--- src/rtl/ahbl_ram_ctrl_pkg.sv ---
// Shared encodings for the AHB-Lite RAM controller: transfer types, sizes,
// responses and the default RAM word-address width.
package ahbl_ram_ctrl_pkg;

  localparam int AW_DEF = 12;

  typedef enum logic [1:0] {
    HTRANS_IDLE   = 2'b00,
    HTRANS_BUSY   = 2'b01,
    HTRANS_NONSEQ = 2'b10,
    HTRANS_SEQ    = 2'b11
  } htrans_e;

  typedef enum logic [2:0] {
    HSIZE_BYTE = 3'b000,
    HSIZE_HALF = 3'b001,
    HSIZE_WORD = 3'b010
  } hsize_e;

  localparam logic HRESP_OKAY  = 1'b0;
  localparam logic HRESP_ERROR = 1'b1;

endpackage

--- src/rtl/ahbl_ram_ctrl_if.sv ---
// AHB-Lite subordinate port plus the single-port RAM macro port, bundled so
// the controller, interconnect and RAM wrapper share one connection.
interface ahbl_ram_ctrl_if
  import ahbl_ram_ctrl_pkg::*;
#(
  parameter int AW = AW_DEF
);
  logic          HSEL;
  logic [31:0]   HADDR;
  logic [1:0]    HTRANS;
  logic          HWRITE;
  logic [2:0]    HSIZE;
  logic          HREADY;
  logic [31:0]   HWDATA;
  logic          HREADYOUT;
  logic          HRESP;
  logic [31:0]   HRDATA;
  logic          RAM_EN;
  logic [3:0]    RAM_WE;
  logic [AW-1:0] RAM_A;
  logic [31:0]   RAM_DI;
  logic [31:0]   RAM_DO;

  modport slave (
    input  HSEL, HADDR, HTRANS, HWRITE, HSIZE, HREADY, HWDATA, RAM_DO,
    output HREADYOUT, HRESP, HRDATA, RAM_EN, RAM_WE, RAM_A, RAM_DI
  );

  modport master (
    output HSEL, HADDR, HTRANS, HWRITE, HSIZE, HREADY, HWDATA, RAM_DO,
    input  HREADYOUT, HRESP, HRDATA, RAM_EN, RAM_WE, RAM_A, RAM_DI
  );
endinterface

--- src/rtl/ahbl_ram_lane_dec.sv ---
// Byte-lane decoder: HSIZE and HADDR[1:0] to a RAM write mask.
// With AHBL_RAM_ALIGN_ERR_EN it also flags misaligned or oversized transfers.
module ahbl_ram_lane_dec
  import ahbl_ram_ctrl_pkg::*;
(
  input  logic [2:0] size,
  input  logic [1:0] addr_lo,
`ifdef AHBL_RAM_ALIGN_ERR_EN
  output logic       misalign,
`endif
  output logic [3:0] mask
);

  // Sizes above word fall into the default arm and are treated as word.
  always_comb begin
    mask = 4'b1111;
    case (size)
      HSIZE_BYTE: mask = 4'b0001 << addr_lo;
      HSIZE_HALF: mask = 4'b0011 << {addr_lo[1], 1'b0};
      default:    mask = 4'b1111;
    endcase
  end

`ifdef AHBL_RAM_ALIGN_ERR_EN
  always_comb begin
    misalign = ((size == HSIZE_HALF) && addr_lo[0])
            || ((size == HSIZE_WORD) && (addr_lo != 2'b00))
            || (size > HSIZE_WORD);
  end
`endif

endmodule

--- src/rtl/ahbl_ram_ctrl.sv ---
// AHB-Lite to single-port synchronous RAM bridge: zero-wait reads, writes
// committed in their data phase, one wait state on write->read turnaround.
// Build option AHBL_RAM_ALIGN_ERR_EN: ERROR response on misaligned/oversized transfers.
module ahbl_ram_ctrl
  import ahbl_ram_ctrl_pkg::*;
#(
  parameter int AW = AW_DEF
)(
  input  logic           HCLK,
  input  logic           HRESETn,
  ahbl_ram_ctrl_if.slave bus
);

  logic          accept;
  logic          err_req;
  logic          wr_req;
  logic          rd_issue;
  logic          collide;
  logic [3:0]    mask;
  logic [AW-1:0] haddr_word;
  logic          wr_pend;
  logic [AW-1:0] wr_addr;
  logic [3:0]    wr_mask;
  logic          unused_bits;

  assign haddr_word  = bus.HADDR[AW+1:2];
  assign unused_bits = ^{bus.HADDR[31:AW+2], bus.HTRANS[0]};
  assign accept      = bus.HSEL & bus.HTRANS[1] & bus.HREADY;

`ifdef AHBL_RAM_ALIGN_ERR_EN
  logic misalign;

  ahbl_ram_lane_dec u_lane_dec (
    .size     (bus.HSIZE),
    .addr_lo  (bus.HADDR[1:0]),
    .misalign (misalign),
    .mask     (mask)
  );

  assign err_req = accept & misalign;
`else
  ahbl_ram_lane_dec u_lane_dec (
    .size    (bus.HSIZE),
    .addr_lo (bus.HADDR[1:0]),
    .mask    (mask)
  );

  assign err_req = 1'b0;
`endif

  assign wr_req   = accept & bus.HWRITE & ~err_req;
  assign rd_issue = accept & ~bus.HWRITE & ~err_req & ~wr_pend & HRESETn;
  // Read address phase arriving during a write data phase: the write owns the
  // RAM port this cycle, so stall and let the read issue next cycle.
  assign collide  = wr_pend & bus.HSEL & bus.HTRANS[1] & ~bus.HWRITE;

  always_ff @(posedge HCLK or negedge HRESETn) begin
    if (!HRESETn) begin
      wr_pend <= 1'b0;
      wr_addr <= '0;
      wr_mask <= '0;
    end else begin
      wr_pend <= wr_req;
      if (wr_req) begin
        wr_addr <= haddr_word;
        wr_mask <= mask;
      end
    end
  end

  assign bus.RAM_EN = wr_pend | rd_issue;
  assign bus.RAM_WE = wr_pend ? wr_mask : 4'b0000;
  assign bus.RAM_A  = wr_pend ? wr_addr : haddr_word;
  assign bus.RAM_DI = wr_pend ? bus.HWDATA : 32'h0;
  assign bus.HRDATA = bus.RAM_DO;

`ifdef AHBL_RAM_ALIGN_ERR_EN
  // state    | meaning
  // ST_OK    | normal operation, OKAY response
  // ST_ERR1  | first ERROR cycle, HREADYOUT low
  // ST_ERR2  | second ERROR cycle, HREADYOUT high
  localparam logic [1:0] ST_OK   = 2'd0;
  localparam logic [1:0] ST_ERR1 = 2'd1;
  localparam logic [1:0] ST_ERR2 = 2'd2;

  logic [1:0] err_st;

  always_ff @(posedge HCLK or negedge HRESETn) begin
    if (!HRESETn) begin
      err_st <= ST_OK;
    end else if (err_req) begin
      err_st <= ST_ERR1;
    end else if (err_st == ST_ERR1) begin
      err_st <= ST_ERR2;
    end else begin
      err_st <= ST_OK;
    end
  end

  assign bus.HRESP     = (err_st != ST_OK) ? HRESP_ERROR : HRESP_OKAY;
  assign bus.HREADYOUT = ~collide & (err_st != ST_ERR1);
`else
  assign bus.HRESP     = HRESP_OKAY;
  assign bus.HREADYOUT = ~collide;
`endif

endmodule

--- src/flat_wrapper.sv ---
// flat-port wrapper written by rule: the top's interface ports become plain ports
module ahbl_ram_ctrl_flat import ahbl_ram_ctrl_pkg::*;
#(
  parameter int AW = AW_DEF
)
  (HCLK, HRESETn, bus_HSEL, bus_HADDR, bus_HTRANS, bus_HWRITE, bus_HSIZE, bus_HREADY, bus_HWDATA, bus_RAM_DO, bus_HREADYOUT, bus_HRESP, bus_HRDATA, bus_RAM_EN, bus_RAM_WE, bus_RAM_A, bus_RAM_DI);
  ahbl_ram_ctrl_if #(.AW(AW)) bus_i ();
  input  logic HCLK;
  input  logic HRESETn;
  input wire logic [$bits(bus_i.HSEL)-1:0] bus_HSEL;
  input wire logic [$bits(bus_i.HADDR)-1:0] bus_HADDR;
  input wire logic [$bits(bus_i.HTRANS)-1:0] bus_HTRANS;
  input wire logic [$bits(bus_i.HWRITE)-1:0] bus_HWRITE;
  input wire logic [$bits(bus_i.HSIZE)-1:0] bus_HSIZE;
  input wire logic [$bits(bus_i.HREADY)-1:0] bus_HREADY;
  input wire logic [$bits(bus_i.HWDATA)-1:0] bus_HWDATA;
  input wire logic [$bits(bus_i.RAM_DO)-1:0] bus_RAM_DO;
  output wire logic [$bits(bus_i.HREADYOUT)-1:0] bus_HREADYOUT;
  output wire logic [$bits(bus_i.HRESP)-1:0] bus_HRESP;
  output wire logic [$bits(bus_i.HRDATA)-1:0] bus_HRDATA;
  output wire logic [$bits(bus_i.RAM_EN)-1:0] bus_RAM_EN;
  output wire logic [$bits(bus_i.RAM_WE)-1:0] bus_RAM_WE;
  output wire logic [$bits(bus_i.RAM_A)-1:0] bus_RAM_A;
  output wire logic [$bits(bus_i.RAM_DI)-1:0] bus_RAM_DI;
  assign bus_i.HSEL = bus_HSEL;
  assign bus_i.HADDR = bus_HADDR;
  assign bus_i.HTRANS = bus_HTRANS;
  assign bus_i.HWRITE = bus_HWRITE;
  assign bus_i.HSIZE = bus_HSIZE;
  assign bus_i.HREADY = bus_HREADY;
  assign bus_i.HWDATA = bus_HWDATA;
  assign bus_i.RAM_DO = bus_RAM_DO;
  assign bus_HREADYOUT = bus_i.HREADYOUT;
  assign bus_HRESP = bus_i.HRESP;
  assign bus_HRDATA = bus_i.HRDATA;
  assign bus_RAM_EN = bus_i.RAM_EN;
  assign bus_RAM_WE = bus_i.RAM_WE;
  assign bus_RAM_A = bus_i.RAM_A;
  assign bus_RAM_DI = bus_i.RAM_DI;
  ahbl_ram_ctrl #(.AW(AW)) u_core (.HCLK(HCLK), .HRESETn(HRESETn), .bus(bus_i));
endmodule
--- config.mk ---
export PLATFORM = sky130hd
export DESIGN_NAME = ahbl_ram_ctrl_flat
export DESIGN_NICKNAME = d
export VERILOG_FILES = /design/src/rtl/ahbl_ram_ctrl_pkg.sv /design/src/rtl/ahbl_ram_ctrl_if.sv /design/src/rtl/ahbl_ram_lane_dec.sv /design/src/rtl/ahbl_ram_ctrl.sv /design/src/flat_wrapper.sv
export SDC_FILE = /design/constraint.sdc
export NUM_CORES = 1
export LEC_CHECK = 0
export ABC_AREA = 1
export CAP_MARGIN = 30
export CORE_ASPECT_RATIO = 0.75
export CORE_UTILIZATION = 29
export CTS_CLUSTER_DIAMETER = 150
export DETAILED_ROUTE_END_ITERATION = 10
export PLACE_DENSITY = 0.86
export SLEW_MARGIN = 25
export SYNTH_ARGS = -nofsm -noshare
export SYNTH_HDL_FRONTEND = slang
export SYNTH_HIERARCHICAL = 1
export SYNTH_SLANG_ARGS = --single-unit
--- constraint.sdc ---
create_clock -name HCLK -period 2.9 [get_ports HCLK]
set_input_delay 0.87 -clock HCLK [delete_from_list [all_inputs] [get_ports HCLK]]
set_output_delay 0.87 -clock HCLK [all_outputs]
set_load 0.05 [all_outputs]
---- After elaboration in Yosys (flattened, before gate mapping) ----
Cells that the tools add are included.
operators by class
  mux-type cells .......................... 4
  shift-type cells ........................ 2
  equal/unequal tests ..................... 1
  bitwise logic cells ..................... 13
  reduce and logical (&&, ||, !) cells .... 1
operators with widths
  cell                 count
  $mux 32              1
  $mux 12              1
  $and 1x1->1          9
  $pmux 4 s2           1
  $mux 4               1
  $shl 1x2->4 const A  1
  $shl 2x2->4 const A  1
  $eq 3x1->1 const B   1
  $logic_not 3->1      1
  $not 1->1            3
  $or 1x1->1           1
storage, ports and cells
  logic and storage cells ................. 24
  register bits ........................... 17
  bits of input ports ..................... 106
  output and inout port bits .............. 83

---- Depth between registers and ports, before layout ----
Gate-level depths: netlist (run 1).
  depth after elaboration ................. 6
  gate-level depth with buffers ........... 6
  depth with buffers taken out ............ 6

---- Cells and area by module ----
Netlist (run 1), hierarchy kept.
by module, submodules not included
  module             times used  area an instance (um2)  cells each  sequential area each (um2)
  ahbl_ram_ctrl      1           1433.9                  229         425.4
  ahbl_ram_lane_dec  1           97.6                    20          0.0

---- Worst setup path after synthesis (run 1) ----
No wires, ideal clock.
  path type ............................... input to output
  from .................................... input bus_HWRITE
  to ...................................... output bus_RAM_EN
  data arrival time ....................... 2.188 ns
  path buffers ............................ 1
  required time ........................... 2.030 ns
  stages on the path ...................... 4
  setup slack ............................. -0.158 ns
  cells stage by stage .................... buf_6 > inv_1 > nand2_1 > o21ai_0
on the way
  word-level cells in the longest chain between the ends .. 5
RTL lines
  item                       line                 source
  from (decl)                flat_wrapper.sv:13   input wire logic [$bits(bus_i.HWRITE)-1:0] bus_HWRITE;
  $not 1->1                  ahbl_ram_ctrl.sv:52  assign rd_issue = accept & ~bus.HWRITE & ~err_req & ~wr_pend & HRESETn;
  $and 1x1->1 (3 in series)  ahbl_ram_ctrl.sv:52
  $or 1x1->1                 ahbl_ram_ctrl.sv:71  assign bus.RAM_EN = wr_pend | rd_issue;
  to (decl)                  flat_wrapper.sv:21   output wire logic [$bits(bus_i.RAM_EN)-1:0] bus_RAM_EN;
No other way between the ends.

---- Final worst setup path (run 1) ----
  from .................................... input bus_HSEL
  to ...................................... output bus_RAM_EN
on the way
  word-level cells in the longest chain between the ends .. 6
RTL lines
  item                       line                 source
  from (decl)                flat_wrapper.sv:10   input wire logic [$bits(bus_i.HSEL)-1:0] bus_HSEL;
  $and 1x1->1 (2 in series)  ahbl_ram_ctrl.sv:28  assign accept = bus.HSEL & bus.HTRANS[1] & bus.HREADY;
  $and 1x1->1 (3 in series)  ahbl_ram_ctrl.sv:52
  $or 1x1->1                 ahbl_ram_ctrl.sv:71
No other way between the ends.

==> reports/results.tsv, run 1 <==
metric	value	unit
outcome	complete, no violations	
worst hold path type	reg2reg	
Adder-Cell Fraction of Synth Area	0	%
pre-CTS WS	0.165	ns
CP Data Arrival Time	1.86	ns
grt peak-use layer	met2	
Int Pwr	522	uW
Cells after Synth	249	
crit share post-route	94.2	%
syn_nets	355	
Synth Area in Compound Gates	0.327	%
DRC errors left	0	
kind of critical path	in2out	
Hold Fails Final Rpt	0	
P&R area growth vs syn	81.9	%
Post-CTS Hold Fix Bufs	0	
worst skew pair latency	0.25	ns
Worst EP required	2.03	ns
worst setup margin	0.169	ns
setup_tns	0	ns
FF/Latch Area	425	um^2
P_leak	1.55	nW
Layout Nets	427	
row count	22	
largest family of logic cells by synthesized area	simple AND/OR/NAND/NOR gates	
Synth top cells by count	106 x nand2_1, 44 x inv_1, 35 x buf_4	
area post-placement	2740	um^2
final setup violating endpoints	0	
post-DP HPWL	3450	um
DR pass1 iterations	4	
Sw Pwr	270	uW
CTS max path bufs	2	
Multi-input gate area	616	um^2
share of post-route cells with drive strength above 1	20.6	%
area leader, netlist	dfrtp_1	
die width	85.9	um
pwr/cell area	284	nW/um^2
Initial Util	30.7	%
vias in the first global route	1575	
pin count of the biggest net entering global routing	27	
CTS tree	built	
post-CTS setup repair buffer count	0	
Tot Pwr	792	uW
GP Congestion	0.722	
fmax	366	MHz
post-synthesis simple-gate area fraction	39.6	%
EDFF count, synth	0	
Worst setup SP type	primary input	
Synth Flop Type	dfrtp_1	
peak supply drop	0.234	mV
endpoint type of the worst setup path	output port	
Total GRT Usage	15.9	%
Resized Gates After CTS	0	
final wirelength	4280	um
met3 Usage GRT	5.48	%
mux contribution to synthesized area	0	%
Flop pwr share	38.5	%
Ys Warns	6	
Die ar.	5580	um^2
RSZ-0062 raised after global routing	no	
Sw Share	34.1	%
fin area	2790	um^2
H-tree level count	1	
IO Pins	189	
clk_skew	0	ns
Post-Syn Area	1530	um^2
Seq/Total Area, Yosys	27.8	%
core area	4980	um^2
DRT antenna net count	0	
routing usage on met2	28.8	%
XOR/XNOR Fraction of Synth Area	0	%
met1 Use GR	18.4	%
iteration-0 DRC count of the detailed router	76	
Vias/cell	4.19	
max_cap viols	0	
fill count	447	
Yosys top cell area share	27.8	%
critical-path maximum fanout	3	
Via Count	1644	
Routed wire per std cell	10.9	um
clock tree sinks	17	
Clock power frac	22.4	%
reg2reg setup slack	2.26	ns
Final Max Tran Viols	0	
most frequent cell after synthesis	nand2_1	
clock-pin slew on the worst setup and hold paths	0.07	ns
number of CTS-inserted buffers	3	
Comb pwr share	39.2	%
Yosys reg bits	17	
first-pass GRT wire length	7120	um
placed cells	388	
fin cells	392	
crit path time final	2.73	ns
async set-reset flop share out of synthesis	100	%
initial antenna violation count	0	
DIE HEIGHT	64.9	um
clock root buffer	clkbuf_8	
# diodes	0	
synthesized area per cell	6.15	um^2
Distinct cells, synth	16	
Port Buffers	104	
Synth area leaders	dfrtp_1 28%, nand2_1 26%, buf_4 17%	
GR Overflow Total	0	
## critical path, cell delays in order
cell	delay [ns]
clkdlybuf4s50_1	0.50
nand3_1	0.08
o21ai_1	0.23
buf_12	0.18
## cells in the final DEF, fill, tap and decap left out
cell	instances
nor2_4	2
buf_4	19
conb_1	1
clkbuf_8	3
nor2_2	1
nand2_1	106
nand2_2	1
nor2_1	3
nand4_4	1
o21ai_1	1
nand3_1	27
nand4_1	1
clkdlybuf4s50_1	54
buf_12	38
clkinv_2	1
dfrtp_1	17
inv_1	44
## registers in the layout, summed over array words and instances, names as in the netlist
register and cells:
u_core/wr_addr 12, u_core/wr_pend 1, u_core/wr_mask 4
## power by group through the flow
stage / logic (mW) / registers [mW] / clock network, mW
floorplan: 0.277 / 0.301 / 0
CTS: 0.313 / 0.305 / 0.189
finish: 0.310 / 0.305 / 0.177
global route: 0.335 / 0.310 / 0.197
detailed placement: 0.313 / 0.308 / 0
global placement: 0.305 / 0.305 / 0
## area by class of cell
type	count	share of cell area [%]
clock buffer	3	1.48
clock inverter	1	0.180
inverter	44	5.93
multi-input combinational	144	22.1
sequential	17	15.3
tap	72	3.23
timing repair buffer	111	51.8
## cells by family after synthesis
family                 Yosys count
other                            1
buffers and inverters           88
and+or+nand+nor                142
AOI/OAI and AO/OA                1
DFF                             17
## final timing paths
kind | cells past startpoint | end | start
setup / recovery | 4 | bus_RAM_EN | bus_HSEL
max in group asynchronous | 2 | u_core/wr_addr[1] | HRESETn
min in group asynchronous | 2 | u_core/wr_addr[0] | HRESETn
hold / removal | 2 | u_core/wr_addr[10] | u_core/wr_addr[10]
setup reg to reg | 2 | u_core/wr_addr[0] | u_core/wr_addr[0]
hold reg to reg | 2 | u_core/wr_addr[10] | u_core/wr_addr[10]
## through the flow
stage,hold slack [ns],util (%)
2_1_floorplan,0.442,-
3_3_place_gp,0.453,55.0
3_5_place_dp,0.458,55.0
4_1_cts,0.479,55.9
5_1_grt,0.503,55.9
6_report,0.476,55.9
## metal layers
metal,part of all wire [%],wire [um],vias to the layer above
met5,0,0,-
met4,1.3,57,0
met3,8.2,350,8
met2,50,2120,83
met1,41,1750,718
li1,-,-,835
Power figures use the tool's default switching activity.
==> run 2: changes to the inputs <==
- CORE_UTILIZATION: 29 -> 26
- PLACE_DENSITY: 0.86 -> 0.79
- clock period: 2.9 -> 2.57 ns (I/O delays scaled with it)
==> reports/results.tsv, run 2 (synthesized netlist as in run 1, its figures left out) <==
metric	value	unit	change
final setup violating endpoints	0		unchanged
crit path time final	2.46	ns	
Die ar.	6200	um^2	+11%
CTS tree	built		
Worst setup SP type	primary input		
outcome	complete, no violations		
Initial Util	27.9	%	-2.9 points
DRC errors left	0		unchanged
row count	23		+4.5%
commonest non-fill, non-tap cell in the layout	nand2_1		
Int Pwr	589	uW	+13%
Routed wire per std cell	11.4	um	+4.1%
reg2reg setup slack	1.94	ns	-0.32 ns
peak supply drop	0.222	mV	-4.9%
Worst EP required	1.80	ns	-0.23 ns
# diodes	0		unchanged
Vias/cell	4.28		+2.0%
FF-to-FF path depth	2		unchanged
RR Endpoint	u_core/wr_mask[0]		
Hold Fails Final Rpt	0		unchanged
number of CTS-inserted buffers	3		unchanged
Sw Pwr	303	uW	+12%
RSZ-0062 raised after global routing	no		
clock root buffer	clkbuf_8		
DRT antenna net count	0		unchanged
initial antenna violation count	0		unchanged
P&R area growth vs syn	82.4	%	
CTS max path bufs	2		unchanged
share of post-route cells with drive strength above 1	20.9	%	+0.31 points
vias in the first global route	1603		+1.8%
hold_sp	u_core/wr_addr[9]		
P_leak	1.56	nW	+0.12%
GP Congestion	0.651		-9.9%
Port Buffers	104		unchanged
H-tree level count	1		unchanged
core area	5500	um^2	+10%
fmax	406	MHz	
max FFs per register	12		unchanged
DR pass1 iterations	4		unchanged
max_cap viols	0		unchanged
Post-CTS Hold Fix Bufs	0		unchanged
pin count of the biggest net entering global routing	26		-3.7%
clk_skew	0	ns	unchanged
most frequent cells in the layout	106 x nand2_1, 54 x clkdlybuf4s50_1, 44 x inv_1		
launch point of the worst reg-to-reg path	u_core/wr_mask[0]		
Largest regs	u_core/wr_addr (12), u_core/wr_mask (4), u_core/wr_pend (1)		
setup_tns	0	ns	unchanged
die width	90.6	um	+5.5%
CP Data Arrival Time	1.69	ns	-0.17 ns
Clock power frac	22.2	%	-0.2 points
most flop-heavy register	u_core/wr_addr		
Total GRT Usage	14.7	%	-1.3 points
worst hold path cell count	2		unchanged
Layout Nets	427		unchanged
IO Pins	189		unchanged
post-DP HPWL	3630	um	+5.1%
post-CTS setup repair buffer count	0		unchanged
Final Max Tran Viols	0		unchanged
hold worst-path end	u_core/wr_addr[9]		
critical-path maximum fanout	3		unchanged
hold_ws	0.471	ns	-0.00526 ns
DIE HEIGHT	68.5	um	+5.4%
worst hold path type	reg2reg		
Comb pwr share	39.4	%	+0.2 points
Via Count	1689		+2.7%
Sw Share	34.0	%	-0.13 points
endpoint type of the worst setup path	output port		
kind of critical path	in2out		
final wirelength	4490	um	+4.9%
clock tree sinks	17		unchanged
clock-pin slew on the worst setup and hold paths	0.07	ns	about the same
iteration-0 DRC count of the detailed router	100		+32%
crit share post-route	95.8	%	
pwr/cell area	319	nW/um^2	+12%
worst skew pair latency	0.25	ns	about the same
GR Overflow Total	0		unchanged
Flop pwr share	38.4	%	about the same
first-pass GRT wire length	7180	um	+0.87%
run 2: metal layers:
layer,GRT usage [%],vias up,share of wire (%)
met1,15.1,758,38
met2,28.2,87,51
li1,-,834,-
met3,6.22,10,9.6
met4,3.43,0,0.98
met5,0,-,0
run 2: worst max-delay path by stage:
stage / start / end / slack (ns) / cells after the start
after floorplan: bus_HWRITE / bus_RAM_EN / 0.09 / 4
after global placement: bus_HSEL / bus_RAM_EN / 0.07 / 4
after detailed placement: bus_HTRANS[1] / bus_RAM_EN / 0.05 / 4
after CTS: bus_HTRANS[1] / bus_RAM_EN / 0.05 / 4
after global routing: bus_HWRITE / bus_RAM_EN / 0.05 / 5
final: bus_HTRANS[1] / bus_RAM_EN / 0.11 / 4
run 2: repair_timing:
| item | 4_1_cts | 5_1_grt |
|---|---|---|
| hold endpoints to repair | 0 | 0 |
| gates resized for setup | 0 | 1 |
| endpoints found under the setup margin | 0 | 1 |
run 2: final cells by class:
cell class,count,area [um^2]
multi-input cells,144,619
clock inverters,1,5.00
inverters,44,165
flip-flops and latches,17,425
fillers,510,2700
repair buffers,111,1440
well taps,75,93.8
clock buffers,3,41.3
run 2: critical path, cell delays in order:
cell	delay, ns
clkdlybuf4s50_1	0.50
nand3_1	0.09
o21ai_2	0.17
buf_12	0.16
run 2: power by group through the flow:
stage / registers, mW / logic [mW] / clock network (mW)
6_report: 0.342 / 0.352 / 0.198
5_1_grt: 0.350 / 0.380 / 0.222
4_1_cts: 0.342 / 0.355 / 0.206
3_5_place_dp: 0.346 / 0.355 / 0
3_3_place_gp: 0.345 / 0.346 / 0
2_1_floorplan: 0.340 / 0.312 / 0
run 2: metrics by stage:
step	cells	area (um^2)	worst slack (ns)	utilization [%]	power [mW]
after floorplan	249	1530	0.0901	-	0.652
after global placement	391	2740	0.0652	49.9	0.691
after detailed placement	391	2740	0.0508	49.9	0.701
after CTS	395	2790	0.0477	50.8	0.903
after global routing	395	2790	0.0488	50.8	0.951
final	395	2790	0.109	50.8	0.892
==> run 3: changes to the inputs <==
- PLACE_DENSITY: 0.79 -> 0.82
- TNS_END_PERCENT: not set -> 30
==> reports/results.tsv, run 3 (synthesized netlist as in run 1, its figures left out) <==
metric	value	unit	change
FF/Latch Area	425	um^2	unchanged
Via Count	1668		-1.2%
launch point of the worst reg-to-reg path	u_core/wr_addr[2]		
CP Data Arrival Time	1.71	ns	+0.02 ns
most flop-heavy register	u_core/wr_addr		
clock-pin slew on the worst setup and hold paths	0.06	ns	about the same
P_leak	1.56	nW	unchanged
initial antenna violation count	0		unchanged
Final Max Tran Viols	0		unchanged
iteration-0 DRC count of the detailed router	84		-16%
Layout Nets	427		unchanged
first-pass GRT wire length	7220	um	+0.58%
Initial Util	27.9	%	unchanged
DRC errors left	0		unchanged
critical-path maximum fanout	3		unchanged
clock root buffer	clkbuf_8		
final setup violating endpoints	0		unchanged
Multi-input gate area	619	um^2	unchanged
Finished Core Util	50.8	%	unchanged
max_cap viols	0		unchanged
pin count of the biggest net entering global routing	38		+46%
Worst setup SP type	primary input		
hold worst-path end	u_core/wr_mask[3]		
peak supply drop	0.296	mV	+33%
GR Overflow Total	0		unchanged
clock tree sinks	17		unchanged
core area	5500	um^2	unchanged
fmax	403	MHz	-0.81%
RR Endpoint	u_core/wr_addr[2]		
CTS max path bufs	2		unchanged
worst hold path cell count	2		unchanged
Hold Fails Final Rpt	0		unchanged
GP Congestion	0.666		+2.3%
post-CTS setup repair buffer count	0		unchanged
vias in the first global route	1625		+1.4%
H-tree level count	1		unchanged
reg2reg setup slack	1.95	ns	about the same
Die ar.	6200	um^2	unchanged
Routed wire per std cell	11.3	um	-1.0%
commonest non-fill, non-tap cell in the layout	nand2_1		
crit share post-route	96.6	%	+0.78 points
outcome	complete, no violations		
row count	23		unchanged
# diodes	0		unchanged
CTS tree	built		
fill count	533		+4.5%
die width	90.6	um	unchanged
Worst EP required	1.80	ns	about the same
Total GRT Usage	14.5	%	-0.16 points
max FFs per register	12		unchanged
Port Buffers	104		unchanged
Largest regs	u_core/wr_addr (12), u_core/wr_mask (4), u_core/wr_pend (1)		
RSZ-0062 raised after global routing	no		
IO Pins	189		unchanged
CP peak stage delay	0.51	ns	about the same
DIE HEIGHT	68.5	um	unchanged
number of CTS-inserted buffers	3		unchanged
CP max-delay cell	clkdlybuf4s50_1		
area post-placement	2740	um^2	unchanged
P&R area growth vs syn	82.4	%	unchanged
final wirelength	4450	um	-1.0%
worst hold path type	reg2reg		
worst skew pair latency	0.25	ns	about the same
post-DP HPWL	3480	um	-4.0%
Vias/cell	4.22		-1.2%
fin area	2790	um^2	unchanged
Post-CTS Hold Fix Bufs	0		unchanged
kind of critical path	in2out		
DRT antenna net count	0		unchanged
FF-to-FF path depth	2		unchanged
endpoint type of the worst setup path	output port		
most frequent cells in the layout	106 x nand2_1, 54 x clkdlybuf4s50_1, 44 x inv_1		
Tot Pwr	889	uW	-0.34%
pwr/cell area	318	nW/um^2	-0.34%
DR pass1 iterations	4		unchanged
share of post-route cells with drive strength above 1	20.9	%	unchanged
Resized Gates After CTS	0		unchanged
hold_sp	u_core/wr_mask[3]		
clk_skew	0	ns	unchanged
crit path time final	2.48	ns	+0.0202 ns
worst-path cell chain	clkdlybuf4s50_1 -> nand3_1 -> o21ai_2 -> buf_12		
setup_tns	0	ns	unchanged
-- run 3: metal layers --
layer / up-vias / track usage, % / part of all wire [%]
met1: 755 / 15.3 / 40
met3: 10 / 5.78 / 9.2
li1: 833 / - / -
met5: - / 0 / 0
met2: 70 / 28.1 / 50
met4: 0 / 2.42 / 1.0
-- run 3: where the power goes --
part / internal, mW / switching (mW)
registers: 0.316 / 0.0267
clock network: 0.107 / 0.0888
logic: 0.165 / 0.185
total: 0.589 / 0.300
-- run 3: worst max-delay path by stage --
stage | start | end | slack, ns | cells past startpoint
floorplan | bus_HWRITE | bus_RAM_EN | 0.09 | 4
global placement | bus_HSEL | bus_RAM_EN | 0.07 | 4
detailed placement | bus_HTRANS[1] | bus_RAM_EN | 0.03 | 4
CTS | bus_HTRANS[1] | bus_RAM_EN | 0.03 | 4
global route | HRESETn | bus_RAM_EN | 0.04 | 4
finish | bus_HTRANS[1] | bus_RAM_EN | 0.09 | 4
-- run 3: critical path, delay by kind of cell --
| kind | cells | cell delay, ns |
|---|---|---|
| buffers and inverters | 2 | 0.67 |
| AO/OA/AOI/OAI | 1 | 0.18 |
| AND/OR/NAND/NOR | 1 | 0.10 |
-- run 3: layout make-up --
| class | instances | share of cell area (%) |
|---|---|---|
| Clock buffer | 3 | 1.48 |
| Sequential cell | 17 | 15.2 |
| Clock inverter | 1 | 0.179 |
| Tap cell | 75 | 3.36 |
| Timing Repair Buffer | 111 | 51.7 |
| Multi-Input combinational cell | 144 | 22.2 |
| Inverter | 44 | 5.91 |
-- run 3: per-stage QoR --
stage	cells	hold slack (ns)	setup WS (ns)
after global routing	395	0.489	0.0438
after floorplan	249	0.442	0.0901
final	395	0.474	0.0884
after global placement	391	0.454	0.0689
after CTS	395	0.476	0.0320
after detailed placement	391	0.458	0.0336
